`src/rtl/imem_loader.sv`:
```
// Byte-stream program loader: frames SYNC_BYTE, 16-bit word count, little-endian words,
// writes them to instruction memory and holds the core in reset until the image is complete.
// Optional trailing XOR checksum byte is enabled by defining IMEM_LOADER_CHECKSUM_EN.
module imem_loader #(
  parameter int          LENGTH    = 1024,
  parameter int          WIDTH     = 32,
  parameter logic [7:0]  SYNC_BYTE = 8'h55
) (
  input  logic             clk,
  input  logic             rst_n,
  input  logic [7:0]       rx_data,
  input  logic             rx_valid,
  output logic             rx_ready,
  output logic             mem_we,
  output logic [WIDTH-1:0] mem_addr,
  output logic [WIDTH-1:0] mem_wdata,
  output logic             cpu_rst_n,
  output logic             busy,
  output logic             done,
  output logic             error
);

  // Byte handshake: a byte transfers on a rising edge where rx_valid && rx_ready;
  // the source must hold rx_data stable while rx_valid is high and rx_ready is low.

  typedef enum logic [2:0] {
    S_IDLE  = 3'd0,
    S_LEN   = 3'd1,
    S_DATA  = 3'd2,
    S_WRITE = 3'd3,
    S_DONE  = 3'd4,
    S_ERROR = 3'd5
`ifdef IMEM_LOADER_CHECKSUM_EN
    ,
    S_CHK   = 3'd6
`endif
  } state_t;

  localparam logic [16:0] LEN_MAX = 17'(LENGTH);

  state_t           state_q;
  state_t           state_d;
  state_t           fin_state;
  logic [1:0]       byte_idx_q;
  logic [15:0]      word_cnt_q;
  logic [15:0]      n_words_q;
  logic [WIDTH-1:0] addr_q;
  logic [WIDTH-1:0] wdata_q;
  logic             accept;
  logic             is_sync;
  logic [15:0]      len_word;
`ifdef IMEM_LOADER_CHECKSUM_EN
  logic [7:0]       csum_q;
`endif

  assign rx_ready = (state_q != S_WRITE);
  assign accept   = rx_valid && rx_ready;
  assign is_sync  = accept && (rx_data == SYNC_BYTE);
  // Count as it will look once the high byte in flight is captured.
  assign len_word = {rx_data, n_words_q[7:0]};

`ifdef IMEM_LOADER_CHECKSUM_EN
  assign fin_state = S_CHK;
`else
  assign fin_state = S_DONE;
`endif

  // State register
  always_ff @(posedge clk or negedge rst_n) begin
    if (!rst_n) begin
      state_q <= S_IDLE;
    end else begin
      state_q <= state_d;
    end
  end

  // Next-state logic
  always_comb begin
    state_d = state_q;
    case (state_q)
      S_IDLE, S_DONE, S_ERROR: begin
        if (is_sync) state_d = S_LEN;
      end
      S_LEN: begin
        if (accept && byte_idx_q[0]) begin
          if ({1'b0, len_word} > LEN_MAX) state_d = S_ERROR;
          else if (len_word == 16'd0)     state_d = fin_state;
          else                            state_d = S_DATA;
        end
      end
      S_DATA: begin
        if (accept && (byte_idx_q == 2'd3)) state_d = S_WRITE;
      end
      S_WRITE: begin
        if ((word_cnt_q + 16'd1) == n_words_q) state_d = fin_state;
        else                                   state_d = S_DATA;
      end
`ifdef IMEM_LOADER_CHECKSUM_EN
      S_CHK: begin
        if (accept) state_d = (rx_data == csum_q) ? S_DONE : S_ERROR;
      end
`endif
      default: state_d = S_IDLE;
    endcase
  end

  // Datapath: byte index, word assembly, address and counters
  always_ff @(posedge clk or negedge rst_n) begin
    if (!rst_n) begin
      byte_idx_q <= 2'd0;
      word_cnt_q <= 16'd0;
      n_words_q  <= 16'd0;
      addr_q     <= '0;
      wdata_q    <= '0;
`ifdef IMEM_LOADER_CHECKSUM_EN
      csum_q     <= 8'd0;
`endif
    end else begin
      case (state_q)
        S_IDLE, S_DONE, S_ERROR: begin
          if (is_sync) begin
            byte_idx_q <= 2'd0;
            word_cnt_q <= 16'd0;
            addr_q     <= '0;
`ifdef IMEM_LOADER_CHECKSUM_EN
            csum_q     <= 8'd0;
`endif
          end
        end
        S_LEN: begin
          if (accept) begin
            if (byte_idx_q[0]) n_words_q[15:8] <= rx_data;
            else               n_words_q[7:0]  <= rx_data;
            // Two length bytes: index toggles 0 -> 1 -> 0 so DATA starts at byte 0.
            byte_idx_q <= {1'b0, ~byte_idx_q[0]};
          end
        end
        S_DATA: begin
          if (accept) begin
            wdata_q[{byte_idx_q, 3'b000} +: 8] <= rx_data;
            byte_idx_q <= byte_idx_q + 2'd1;
`ifdef IMEM_LOADER_CHECKSUM_EN
            csum_q     <= csum_q ^ rx_data;
`endif
          end
        end
        S_WRITE: begin
          addr_q     <= addr_q + WIDTH'(4);
          word_cnt_q <= word_cnt_q + 16'd1;
        end
        default: begin
        end
      endcase
    end
  end

  assign mem_we    = (state_q == S_WRITE);
  assign mem_addr  = addr_q;
  assign mem_wdata = wdata_q;
`ifdef IMEM_LOADER_CHECKSUM_EN
  assign busy      = (state_q == S_LEN) || (state_q == S_DATA) ||
                     (state_q == S_WRITE) || (state_q == S_CHK);
`else
  assign busy      = (state_q == S_LEN) || (state_q == S_DATA) || (state_q == S_WRITE);
`endif
  assign done      = (state_q == S_DONE);
  assign error     = (state_q == S_ERROR);
  assign cpu_rst_n = !(busy || error);

endmodule

```
`config.mk`:
```
export PLATFORM = sky130hd
export DESIGN_NAME = imem_loader
export DESIGN_NICKNAME = d
export VERILOG_FILES = /design/src/rtl/imem_loader.sv
export SDC_FILE = /design/constraint.sdc
export NUM_CORES = 1
export LEC_CHECK = 0
export ABC_AREA = 1
export CAP_MARGIN = 10
export CORE_UTILIZATION = 55
export DETAILED_ROUTE_END_ITERATION = 10
export GPL_ROUTABILITY_DRIVEN = 0
export PLACE_DENSITY = 0.81
export SETUP_SLACK_MARGIN = 0.05
export SYNTH_ARGS = -nofsm -noshare
export SYNTH_HDL_FRONTEND = slang
export SYNTH_SLANG_ARGS = --single-unit
```
`constraint.sdc`:
```
create_clock -name clk -period 2.9 [get_ports clk]
set_clock_uncertainty 0.15 [all_clocks]
set_input_delay 0.58 -clock clk [delete_from_list [all_inputs] [get_ports clk]]
set_output_delay 0.58 -clock clk [all_outputs]
set_load 0.03 [all_outputs]
```
==> impl_metrics.tcl <==
set metrics [dict create \
    status "finished clean" \
    timing.fmax_ghz 0.367 \
    setup_total_negative_slack_ns 0 \
    wirelength_met1_microns 6250 \
    power.total_mw 5.87 \
    final_nets 832 \
    postRouteAntennaNets 0 \
    hold_viol_final 0 \
    grt_max_degree 73 \
    drt_first_pass_iters 5 \
    ys_flop_type "dfrtp_1" \
    drt-initial-drc-count 390 \
    yosysWarningCount 0 \
    antennaDiodeCount 0 \
    synth_seq_area_share_pct 45.0 \
    fillCellCount 818 \
    ys_async_sr_fraction_pct 100 \
    tritoncts "yes" \
    p_per_area_nw_per_um2 877 \
    root_buf_cell "clkbuf_8" \
    cell_type_with_the_highest_aggregate_area_in_the_netlist "dfrtp_1" \
    via_per_inst 5.72 \
    post-route-period-util_pct 94.0 \
    hp-class "register to register" \
    floorplan.die.width_microns 102 \
    max-clock-path-buffers 2 \
    clk_pin_slew_worst_paths_ns 0.11 \
    crit_path_end_kind "output port" \
    highest_metal_used "met4" \
    synthToLayoutAreaGrowth_pct 21.5 \
    wl_met3_microns 874 \
    grt_use_total_pct 30.6 \
    worst_ep_arrival_time_ns 2.00 \
    startpoint_type "register" \
    clk_latency_ns 0.38 \
    timing.hold.worst_path_depth 1 \
    worst-setup-path-type "register to output port" \
    y_dimension_of_the_die_microns 102 \
    synth.top_cell.area_share_pct 45.0 \
    vdd.ir_drop.worst_uv 346 \
    slew_viol_final 0 \
    postSynthAreaPerCell_sq_um 7.56 \
    setup_viol_count_final 0 \
    synth-edff-count 0 \
    final_cell_area_sq_um 6690 \
    layout.cells.most_common "nand2_1" \
    drc_errors 0 \
    hpwl_microns 10900 \
    number_of_antenna_violations_at_the_first_check_in_global_routing 0 \
    leakagePower_nw 3.39 \
    core_area_sq_um 9730 \
    grt_overflow 0 \
    yosys_register_bits 99 \
    preCtsSetupSlack_ns 0.266 \
    ys_top_cells_by_area "dfrtp_1 45%, nand2_1 13%, o21ai_0 6.5%" \
    reg2regPathDepth 16 \
    placement.io_buffers 78 \
    tightest_slew_ns 0.618 \
    start_util_pct 56.6 \
    worst_slack_ns 0.173 \
    detail_route.wirelength_microns 14800 \
    grt_first_pass_wirelength_microns 24800 \
    yosysUniqueCellTypes 39 \
    fin_crit_ns 2.73 \
    critPathRequiredTime_ns 2.17 \
    placedInstanceArea_sq_um 6470 \
    most-common-layout-cells "186 x nand2_1, 99 x dfrtp_1, 87 x inv_1" \
    routed-wl-met2_microns 7300 \
    cts_made_buffers 9 \
    die_area_sq_um 10400 \
    grt_pass1_vias 5247 \
    post_route_cells_drive_above_1_share_pct 7.81 \
    h_tree_lvls 3 \
    drv.max_cap_violation_count 0 \
    dp.cells 935 \
    ios 81 \
    timing.critical_path.fanout_max 6 \
    avgRoutedWirePerCell_microns 15.6 \
    grt_setup_unrepaired "no" \
    netlist_instances 729 \
    instances_no_fill 952 \
    cts.sinks 99 \
    floorplan.rows 36 \
    synthesis.area_sq_um 5510 \
    total_vias_in_the_final_route 5449 \
    worst_slew_margin_rel_pct 58.5 \
]
## per-stage QoR
stage	hold WS, ns	util, %
2_1_floorplan	0.134	-
3_3_place_gp	0.327	66.5
3_5_place_dp	0.342	66.5
4_1_cts	0.367	68.8
5_1_grt	0.379	68.8
6_report	0.365	68.8
## path summary, 6_finish.rpt
kind | from | end | slack (ns)
worst max-delay path | state_q[1] | error | 0.17
worst min-delay path | mem_wdata[2] | mem_wdata[2] | 0.36
worst max register to register | word_cnt_q[0] | state_q[1] | 0.48
worst min register to register | mem_wdata[2] | mem_wdata[2] | 0.36
max in group asynchronous | rst_n | mem_wdata[8] | 1.38
min in group asynchronous | rst_n | mem_addr[17] | 0.50
## area by class of cell
class	instances	area (sq um)	share of cell area (%)
clock buffers	9	124	1.85
flip-flops and latches	99	2480	37.0
clock inverters	7	85.1	1.27
inverters	91	342	5.10
repair buffers	89	875	13.1
well taps	133	166	2.49
multi-input cells	524	2620	39.2
## worst max-delay path, stage by stage (launching register included)
cell and delay, ns:
dfrtp_1 0.45, inv_1 0.19, nand2_1 0.09, nor2_1 0.19, clkdlybuf4s50_1 0.70
## per-layer routing
metal | vias up | track usage, %
met1 | 2583 | 39.9
met4 | 0 | 13.4
met2 | 236 | 50.5
met3 | 39 | 4.92
li1 | 2591 | -
met5 | - | 0
## cells by family (layout without fill, tap and decap cells)
kind of cell,Yosys count,after routing,synth area share (%)
flops,99,99,45.0
mux,2,2,0.363
compound gates,113,113,11.2
fa+ha+maj,7,7,1.59
xor+xnor,7,7,1.11
other cells,1,2,0.0681
buf+inv,107,196,7.52
simple gates,393,393,33.2
## synthesized netlist by cell type (9+ instances only)
master,n
dfrtp_1,99
nand3_1,71
a21oi_1,16
o21ai_0,72
nor3_1,11
inv_1,87
nand2_2,9
nand4_1,34
o22ai_1,11
nand2_1,186
nor2_1,52
clkbuf_1,10
## power breakdown
| group | switching (mW) | total (mW) | internal [mW] |
|---|---|---|---|
| combinational | 1.85 | 2.76 | 0.916 |
| sequential | 0.436 | 2.16 | 1.72 |
| clock | 0.532 | 0.948 | 0.416 |
| total | 2.81 | 5.87 | 3.05 |
## registers in the layout, summed over array words and instances, names as in the netlist
name and flops:
n_words_q 16, byte_idx_q 2, mem_wdata 32, mem_addr 30
state_q 3, word_cnt_q 16
## timing repair
action,4_1_cts,5_1_grt
hold buffers,1,0
hold endpoints to repair,27,0
setup endpoints to repair,1,1
gates resized for setup,2,1
setup buffers,0,0
(Power assumes the default switching activity.)
